### config.mk
export PLATFORM = sky130hd
export DESIGN_NAME = seven_segment_reader_flat
export DESIGN_NICKNAME = d
export VERILOG_FILES = /design/src/rtl/seven_segment_reader_if.sv /design/src/rtl/seven_segment_reader.sv /design/src/flat_wrapper.sv
export SDC_FILE = /design/constraint.sdc
export NUM_CORES = 1
export LEC_CHECK = 0
export ABC_AREA = 1
export CORE_UTILIZATION = 30
export CTS_BUF_LIST = sky130_fd_sc_hd__clkbuf_4 sky130_fd_sc_hd__clkbuf_8
export CTS_CLUSTER_DIAMETER = 150
export DETAILED_ROUTE_END_ITERATION = 10
export GPL_TIMING_DRIVEN = 0
export SYNTH_ARGS = -nofsm -noshare
export SYNTH_HDL_FRONTEND = slang
export SYNTH_SLANG_ARGS = --single-unit
### constraint.sdc
create_clock -name clk -period 1.9 [get_ports clk]
set_input_delay 0.19 -clock clk [delete_from_list [all_inputs] [get_ports clk]]
set_output_delay 0.19 -clock clk [all_outputs]
set_load 0.01 [all_outputs]
### src/rtl/seven_segment_reader_if.sv
// Bundle between a multiplexed seven-segment scan source and the reader.
//   segments      : segment pattern for the digit strobed this cycle (bit i = segment i)
//   digit_select  : one-hot digit strobe
//   value         : assembled 4-digit hex value being offered
//   value_valid   : value holds an offer
//   value_ready   : consumer accepts the offer
//   error         : one-cycle pulse for an undecodable pattern or a multi-hot strobe
// master drives the scan and consumes the value; slave is the reader.
interface seven_segment_reader_if;
  logic [6:0]  segments;
  logic [3:0]  digit_select;
  logic [15:0] value;
  logic        value_valid;
  logic        value_ready;
  logic        error;

  modport master (
    output segments, digit_select, value_ready,
    input  value, value_valid, error
  );

  modport slave (
    input  segments, digit_select, value_ready,
    output value, value_valid, error
  );
endinterface

### src/rtl/seven_segment_reader.sv
// Reads a scanned 4-digit seven-segment display back into a 16-bit hex value.
// Each digit must show the same pattern for STABLE_COUNT consecutive scans
// before it is decoded; once all four digits hold decoded nibbles and the
// assembled value differs from the last one delivered, it is offered on a
// valid/ready handshake and held stable until taken.
//   clk      : single clock, rising edge
//   reset_n  : asynchronous active-low reset
//   bus      : scan inputs, value handshake and error pulse (slave side)
//
// Offer state:
//   state   | meaning
//   S_IDLE  | no offer outstanding; value_valid low
//   S_OFFER | value holds an offer; waiting for value_ready
module seven_segment_reader #(
  parameter int unsigned STABLE_COUNT = 3
) (
  input  logic                  clk,
  input  logic                  reset_n,
  seven_segment_reader_if.slave bus
);

  localparam logic [3:0] STABLE_CNT = 4'(STABLE_COUNT);

  typedef enum logic {S_IDLE = 1'b0, S_OFFER = 1'b1} state_e;

  state_e      state_q, state_d;
  logic [6:0]  pat_q [4];
  logic [6:0]  pat_d [4];
  logic [3:0]  cnt_q [4];
  logic [3:0]  cnt_d [4];
  logic [3:0]  nib_q [4];
  logic [3:0]  nib_d [4];
  logic [3:0]  ok_q, ok_d;
  logic        err_q, err_d;
  logic        delivered_q, delivered_d;
  logic [15:0] last_q, last_d;
  logic [15:0] value_q, value_d;

  logic [15:0] assembled;
  logic        onehot;
  logic        accept;
  logic [4:0]  dec;
  logic        offer_cond;

  // Returns {valid, nibble}; valid = 0 for any pattern outside the glyph set.
  function automatic logic [4:0] decode(input logic [6:0] seg);
    case (seg)
      7'b1110111: decode = 5'h10;
      7'b0100100: decode = 5'h11;
      7'b1011101: decode = 5'h12;
      7'b1101101: decode = 5'h13;
      7'b0101110: decode = 5'h14;
      7'b1101011: decode = 5'h15;
      7'b1111011: decode = 5'h16;
      7'b0100101: decode = 5'h17;
      7'b1111111: decode = 5'h18;
      7'b1101111: decode = 5'h19;
      7'b0111111: decode = 5'h1A;
      7'b1111010: decode = 5'h1B;
      7'b1010011: decode = 5'h1C;
      7'b1111100: decode = 5'h1D;
      7'b1011011: decode = 5'h1E;
      7'b0011011: decode = 5'h1F;
      default:    decode = 5'h00;
    endcase
  endfunction

  always_comb begin
    state_d     = state_q;
    pat_d       = pat_q;
    cnt_d       = cnt_q;
    nib_d       = nib_q;
    ok_d        = ok_q;
    delivered_d = delivered_q;
    last_d      = last_q;
    value_d     = value_q;
    accept      = 1'b0;
    dec         = 5'h00;

    assembled = {nib_q[3], nib_q[2], nib_q[1], nib_q[0]};
    onehot    = (bus.digit_select != 4'd0) &&
                ((bus.digit_select & (bus.digit_select - 4'd1)) == 4'd0);
    err_d     = (bus.digit_select != 4'd0) && !onehot;

    if (onehot) begin
      for (int d = 0; d < 4; d++) begin
        if (bus.digit_select[d]) begin
          if (bus.segments == pat_q[d]) begin
            // Once saturated, repeats neither re-decode nor re-flag errors.
            if (cnt_q[d] < STABLE_CNT) begin
              cnt_d[d] = cnt_q[d] + 4'd1;
              accept   = (cnt_q[d] + 4'd1 == STABLE_CNT);
            end
          end else begin
            pat_d[d] = bus.segments;
            cnt_d[d] = 4'd1;
            accept   = (STABLE_CNT == 4'd1);
          end
          if (accept) begin
            dec = decode(bus.segments);
            if (dec[4]) begin
              nib_d[d] = dec[3:0];
              ok_d[d]  = 1'b1;
            end else begin
              ok_d[d]  = 1'b0;
              err_d    = 1'b1;
            end
          end
        end
      end
    end

    offer_cond = (&ok_q) && (!delivered_q || (assembled != last_q));

    case (state_q)
      S_IDLE: begin
        if (offer_cond) begin
          value_d = assembled;
          state_d = S_OFFER;
        end
      end
      S_OFFER: begin
        // Going back through S_IDLE guarantees a low cycle between offers.
        if (bus.value_ready) begin
          last_d      = value_q;
          delivered_d = 1'b1;
          state_d     = S_IDLE;
        end
      end
      default: state_d = S_IDLE;
    endcase
  end

  always_ff @(posedge clk or negedge reset_n) begin
    if (!reset_n) begin
      state_q     <= S_IDLE;
      for (int d = 0; d < 4; d++) begin
        pat_q[d] <= 7'd0;
        cnt_q[d] <= 4'd0;
        nib_q[d] <= 4'd0;
      end
      ok_q        <= 4'd0;
      err_q       <= 1'b0;
      delivered_q <= 1'b0;
      last_q      <= 16'd0;
      value_q     <= 16'd0;
    end else begin
      state_q     <= state_d;
      pat_q       <= pat_d;
      cnt_q       <= cnt_d;
      nib_q       <= nib_d;
      ok_q        <= ok_d;
      err_q       <= err_d;
      delivered_q <= delivered_d;
      last_q      <= last_d;
      value_q     <= value_d;
    end
  end

  assign bus.value       = value_q;
  assign bus.value_valid = (state_q == S_OFFER);
  assign bus.error       = err_q;

endmodule

### src/flat_wrapper.sv
// flat-port wrapper written by rule: the top's interface ports become plain ports
module seven_segment_reader_flat 
#(
  parameter int unsigned STABLE_COUNT = 3
)
  (clk, reset_n, bus_segments, bus_digit_select, bus_value_ready, bus_value, bus_value_valid, bus_error);
  seven_segment_reader_if bus_i ();
  input  logic clk;
  input  logic reset_n;
  input wire logic [$bits(bus_i.segments)-1:0] bus_segments;
  input wire logic [$bits(bus_i.digit_select)-1:0] bus_digit_select;
  input wire logic [$bits(bus_i.value_ready)-1:0] bus_value_ready;
  output wire logic [$bits(bus_i.value)-1:0] bus_value;
  output wire logic [$bits(bus_i.value_valid)-1:0] bus_value_valid;
  output wire logic [$bits(bus_i.error)-1:0] bus_error;
  assign bus_i.segments = bus_segments;
  assign bus_i.digit_select = bus_digit_select;
  assign bus_i.value_ready = bus_value_ready;
  assign bus_value = bus_i.value;
  assign bus_value_valid = bus_i.value_valid;
  assign bus_error = bus_i.error;
  seven_segment_reader #(.STABLE_COUNT(STABLE_COUNT)) u_core (.clk(clk), .reset_n(reset_n), .bus(bus_i));
endmodule
==> results_dict.tcl, run 1 <==
set metrics [dict create \
    cts.htree.levels 3 \
    dr.first_iter.drc_count 269 \
    synth_seq_cells 99 \
    synthesis.nets 597 \
    tightest_slew_ps 715 \
    syn-cell-area_sq_um 4990 \
    cts-root-buf "clkbuf_8" \
    start_kind "input port" \
    antenna_found_initial 0 \
    synthMuxAreaShare_pct 3.84 \
    cp.required_ps 2180 \
    wl_per_cell_um 12.9 \
    setup_viol 0 \
    synth_compound_area_share_pct 9.33 \
    critPathMaxFanout 10 \
    final_net_count 647 \
    ios 32 \
    synth-xor-area-share_pct 4.74 \
    ys_types 42 \
    first_global_vias 3691 \
    clockBufferDepth 2 \
    setup.worst_path.end_class "register" \
    numCtsBuffers 9 \
    ys_warn_count 0 \
    drive_above_1_share_pct 18.7 \
    skew_ps 15.8 \
    io_buffer_count 26 \
    avgSynthCellArea_sq_um 8.68 \
    crit_arrival_ps 2140 \
    vias 3840 \
    grt_overflow_total 0 \
    slew-limit-headroom_pct 52.3 \
    wirelength_mm 10.9 \
    via_per_inst 4.54 \
    dp.cells 818 \
    fin_cells 846 \
    diodes 0 \
    dp_hpwl_mm 7.90 \
    hold_viol_final 0 \
    ant_nets 0 \
    gp_congestion 0.876 \
    die_w_um 131 \
    timing.final.crit_share_pct 98.3 \
    rows 46 \
    initial_core_util_pct 31.1 \
    final_util_pct 37.3 \
    grt_pass1_wl_mm 18.4 \
    path_clk_slew_ps 100 \
    die_y_um 131 \
    cellLeakagePower_nw 2.90 \
    rsz0062_at_grt "yes" \
    power.density_nw_per_um2 710 \
    grt_start_max_net_pins 53 \
    cts.sinks 99 \
    synth-simple-area-share_pct 22.9 \
    grt_usage_pct 13.9 \
    status "completed" \
    final_cell_mix "nand2_1 (135), dfrtp_1 (99), inv_1 (61)" \
    drc 0 \
    slew_viol_final 0 \
    fin_crit_ps 1870 \
    syn_to_final_growth_pct 20.1 \
    synth_top_family_by_area "simple AND/OR/NAND/NOR gates" \
    dieArea_sq_um 17200 \
    ys_seq_area_share_pct 49.6 \
    hp-class "in2reg" \
    core-area_sq_um 16100 \
    drv_cap 0 \
    final_common_cell "nand2_1" \
    synth-adder-area-share_pct 2.01 \
    drtPass1Iterations 4 \
    synthCells 575 \
    clk_latency_ps 380 \
    fmax_ghz 0.535 \
    cts_tree "yes" \
    worst-setup-path-type "in2reg" \
    ir_worst_vdd_mv 0.367 \
]
critical path, cell delays in order:
cell	delay (ps)
clkdlybuf4s50_1	490
buf_6	190
xor2_1	160
nor2_1	110
nand3_1	190
nor2_2	180
nand2_4	90
nand3_4	100
nand2_4	60
nand3_4	90
nand4_1	140
nand2_1	100
nand2_1	50
final timing paths:
check	from	to	slack [ps]	cells after the start
min in group asynchronous	reset_n	u_core.bus.value[1]	390	2
setup / recovery	bus_segments[0]	u_core.assembled[12]	30	13
max in group asynchronous	reset_n	u_core.cnt_q[4]	840	3
hold reg to reg	u_core.delivered_q	u_core.delivered_q	470	2
hold / removal	bus_segments[3]	u_core.pat_q[24]	90	3
setup reg to reg	u_core.cnt_q[12]	u_core.assembled[12]	50	13
area by class of cell:
cell class | instances | area (sq um)
flip-flops and latches | 99 | 2480
multi-input cells | 387 | 2290
clock buffers | 9 | 124
inverters | 77 | 295
repair buffers | 39 | 378
well taps | 216 | 270
clock inverters | 7 | 68.8
plain buffers | 12 | 92.6
fillers | 1646 | 10100
flip-flops by register name (all words and copies together), names as in the netlist:
signal and flops:
u_core.cnt_q 16, u_core.bus.value_valid 1, u_core.ok_q 4, u_core.bus.value 16, u_core.delivered_q 1, u_core.last_q 16, u_core.bus.error 1, u_core.assembled 16
u_core.pat_q 28
Yosys cell counts:
cell type	instances	share of area, %
clkinv_2	1	0.10
nand3b_1	1	0.15
and3_1	1	0.13
o31ai_1	3	0.45
o21ai_1	22	2.2
buf_4	6	0.90
or2_2	1	0.13
nor4_1	4	0.50
nand3_1	23	2.3
xor2_1	18	3.2
nand3_2	3	0.60
nor3_2	2	0.40
buf_6	2	0.45
o2111ai_1	1	0.18
dfrtp_1	99	50
o22ai_1	4	0.50
or2_1	1	0.13
nand3_4	2	0.70
a211oi_1	2	0.30
nor3_1	14	1.4
a211o_1	1	0.18
inv_1	63	4.7
nor3_4	1	0.33
o211ai_1	1	0.15
nand2_2	4	0.50
xnor2_1	9	1.6
a2111oi_1	1	0.20
o21ai_0	40	4.0
nand2_1	144	11
o211ai_2	1	0.25
nor2_1	34	2.6
ha_1	8	2.0
buf_2	3	0.30
nand4_1	7	0.88
nor2_2	4	0.50
inv_2	13	0.98
mux2_2	17	3.8
nor2_4	2	0.45
nand4_2	1	0.25
clkbuf_1	1	0.075
nor3b_1	1	0.15
a21oi_1	9	0.90
per-stage QoR:
stage	hold slack [ps]	worst slack, ps	cell area [sq um]	total power [W]	setup TNS [ps]
floorplan	-106	175	4990	0.00275	0
global placement	450	-3240	5520	0.00291	-342610
detailed placement	284	-649	5550	0.00293	-24330
CTS	72.6	-10.2	5850	0.00428	-17.3
global route	96.3	-162	5990	0.00449	-1560
finish	92.2	32.1	5990	0.00425	0
routing by layer:
layer	up-vias	wire (um)	track usage [%]
met5	-	0	0
met4	0	111	3.92
met3	9	424	2.81
met2	82	5130	22.9
met1	1801	5210	18.5
li1	1948	-	-
report_power, final:
part / leakage (nW) / switching [W] / internal (W)
logic: 1.51 / 0.000343 / 0.000224
clock network: 0.0915 / 0.000830 / 0.000510
registers: 1.30 / 0.0000977 / 0.00225
total: 2.90 / 0.00127 / 0.00298
timing repair:
| action | 4_1_cts | 5_1_grt |
|---|---|---|
| hold endpoints to repair | 51 | 0 |
| hold buffers | 1 | 0 |
| resized for setup | 15 | 25 |
| setup buffers | 4 | 7 |
| endpoints found under the setup margin | 34 | 68 |
| pin swaps | 3 | 12 |
kinds of logic after synthesis:
logic type                 Yosys count
and+or+nand+nor                    250
DFF                                 99
buffers and inverters               89
AOI/OAI and AO/OA                   85
muxes                               17
adders and majority gates            8
xor gates and xnor gates            27
Note: power is estimated with default switching activity, not from simulation.
==> run 2, diff against run 1 <==
--- a/config.mk
+++ b/config.mk
@@ -6,10 +6,12 @@
 export NUM_CORES = 1
 export LEC_CHECK = 0
 export ABC_AREA = 1
+export CAP_MARGIN = 20
 export CORE_UTILIZATION = 30
 export CTS_BUF_LIST = sky130_fd_sc_hd__clkbuf_4 sky130_fd_sc_hd__clkbuf_8
-export CTS_CLUSTER_DIAMETER = 150
+export CTS_CLUSTER_DIAMETER = 50
 export DETAILED_ROUTE_END_ITERATION = 10
+export DONT_BUFFER_PORTS = 1
 export GPL_TIMING_DRIVEN = 0
 export SYNTH_ARGS = -nofsm -noshare
 export SYNTH_HDL_FRONTEND = slang
==> results_dict.tcl, run 2 (same netlist as run 1, synthesis figures left out) <==
set metrics [dict create \
    skew_ps 17.9 \
    cts.sinks 99 \
    drc 0 \
    slew_viol_final 0 \
    first_global_vias 3705 \
    dr.first_iter.drc_count 247 \
    start_kind "register" \
    hp-class "in2async" \
    die_w_um 131 \
    drtPass1Iterations 5 \
    seq_power_share_pct 57.1 \
    dp_hpwl_mm 7.77 \
    wirelength_mm 10.8 \
    worst-setup-path-type "reg2reg" \
    final_net_count 624 \
    critPathMaxStageDelay_ps 400 \
    die_y_um 131 \
    via_per_inst 4.61 \
    core-area_sq_um 16100 \
    final_cell_mix "nand2_1 (137), dfrtp_1 (99), inv_1 (61)" \
    violations "hold timing" \
    ant_nets 0 \
    gp_congestion 0.848 \
    rows 46 \
    cts_tree "yes" \
    ctsHoldBuffers 1 \
    numCtsBuffers 9 \
    cp_top_family "simple AND/OR/NAND/NOR gates" \
    critPathMaxFanout 5 \
    tightest_slew_ps 1010 \
    fin_cells 823 \
    slew-limit-headroom_pct 31.9 \
    antenna_found_initial 0 \
    p_int_w 0.00296 \
    status "finished, violations left" \
    p_sw_w 0.00115 \
    dp.cells 791 \
    cts-root-buf "clkbuf_8" \
    clockBufferDepth 2 \
    clk_latency_ps 370 \
    cp.required_ps 2160 \
    grt_pass1_wl_mm 18.1 \
    setup.worst_path.end_class "register" \
    slowest_stage "dfrtp_1" \
    io_buffer_count 0 \
    ios 32 \
    drv_cap 0 \
    crit_chain "ha_2 > nor2_1 > nand2_1 > nor3_2 > nand3_2 > inv_1 > nand2_2 > nand2_2 > nand2_2 > nand3_4 > nand4_1 > nand2_1 > nand2_1" \
    regMostFlops "u_core.pat_q" \
    final_util_pct 35.6 \
    grt_usage_pct 13.7 \
    vias 3792 \
    dieArea_sq_um 17200 \
    largest_reg_flops 28 \
    fmax_ghz 0.539 \
    wl_per_cell_um 13.2 \
    power.density_nw_per_um2 721 \
    path_clk_slew_ps 110 \
    fin_crit_ps 1850 \
    timing.final.crit_share_pct 97.6 \
    rsz0062_at_grt "yes" \
    grt_start_max_net_pins 100 \
    cellLeakagePower_nw 2.82 \
    drive_above_1_share_pct 19.4 \
    crit_buf_inv 1 \
    grt_overflow_total 0 \
    initial_core_util_pct 31.1 \
    holdWs_ps -499 \
    cts.htree.levels 3 \
    ff_latch_area_sq_um 2480 \
    syn_to_final_growth_pct 14.4 \
    setup_viol 0 \
    multiInputGateArea_sq_um 2270 \
    nFillCells 1645 \
    diodes 0 \
    clock_power_share_pct 31.3 \
    swShare_pct 28.0 \
    hold_viol_final 99 \
    ir_worst_vdd_mv 0.377 \
    combPwrFrac_pct 11.6 \
    final_common_cell "nand2_1" \
    crit_arrival_ps 2120 \
]
-- run 2: final timing paths --
path,startpoint,end,slack (ps),cells past startpoint
worst max-delay path,u_core.cnt_q[13],u_core.assembled[13],50,13
worst min-delay path,reset_n,u_core.bus.value[7],-500,0
worst max register to register,u_core.cnt_q[13],u_core.assembled[13],50,13
worst min register to register,u_core.delivered_q,u_core.delivered_q,470,2
max in group asynchronous,reset_n,u_core.pat_q[1],2210,0
min in group clk,bus_segments[0],u_core.pat_q[14],70,2
-- run 2: layer usage --
| layer | vias to the layer above | part of all wire, % | GRT usage (%) |
|---|---|---|---|
| met5 | - | 0 | 0 |
| met4 | 0 | 0.73 | 3.04 |
| met3 | 8 | 4.7 | 3.46 |
| met2 | 72 | 47 | 23.0 |
| met1 | 1797 | 48 | 17.7 |
| li1 | 1915 | - | - |
-- run 2: what timing repair did --
item | CTS | global route
resized for setup | 12 | 21
hold endpoints to repair | 100 | 99
gates cloned | 0 | 0
pin swaps | 4 | 7
buffers inserted | 4 | 10
endpoints found under the setup margin | 27 | 49
-- run 2: worst reg2reg max path: stages (launching register included) --
cell     delay (ps)
dfrtp_1         400
ha_2            170
nor2_1           90
nand2_1          80
nor3_2          130
nand3_2         140
inv_1           100
nand2_2          80
nand2_2          80
nand2_2          60
nand3_4         120
nand4_1         160
nand2_1         100
nand2_1          60
-- run 2: cell type report --
class / instances / share of cell area (%)
clock buffers: 10 / 2.41
repair buffers: 16 / 2.17
multi-input cells: 387 / 39.8
inverters: 77 / 5.08
well taps: 216 / 4.73
plain buffers: 12 / 1.51
flip-flops and latches: 99 / 43.4
clock inverters: 6 / 0.920
-- run 2: power groups by stage --
| stage | registers (W) | logic [W] | clock network [W] |
|---|---|---|---|
| detailed placement | 0.00239 | 0.000465 | 0 |
| floorplan | 0.00237 | 0.000379 | 0 |
| CTS | 0.00235 | 0.000469 | 0.00133 |
| global route | 0.00237 | 0.000561 | 0.00142 |
| global placement | 0.00239 | 0.000458 | 0 |
| finish | 0.00235 | 0.000479 | 0.00129 |
-- run 2: metrics by stage --
stage | setup WS, ps | power (W) | area [sq um] | setup TNS, ps
4_1_cts | 1.09 | 0.00415 | 5550 | 0
2_1_floorplan | 175 | 0.00275 | 4990 | 0
3_5_place_dp | -282 | 0.00286 | 5260 | -5640
6_report | 45.3 | 0.00412 | 5710 | 0
5_1_grt | -128 | 0.00435 | 5710 | -1140
3_3_place_gp | -254 | 0.00284 | 5260 | -5240
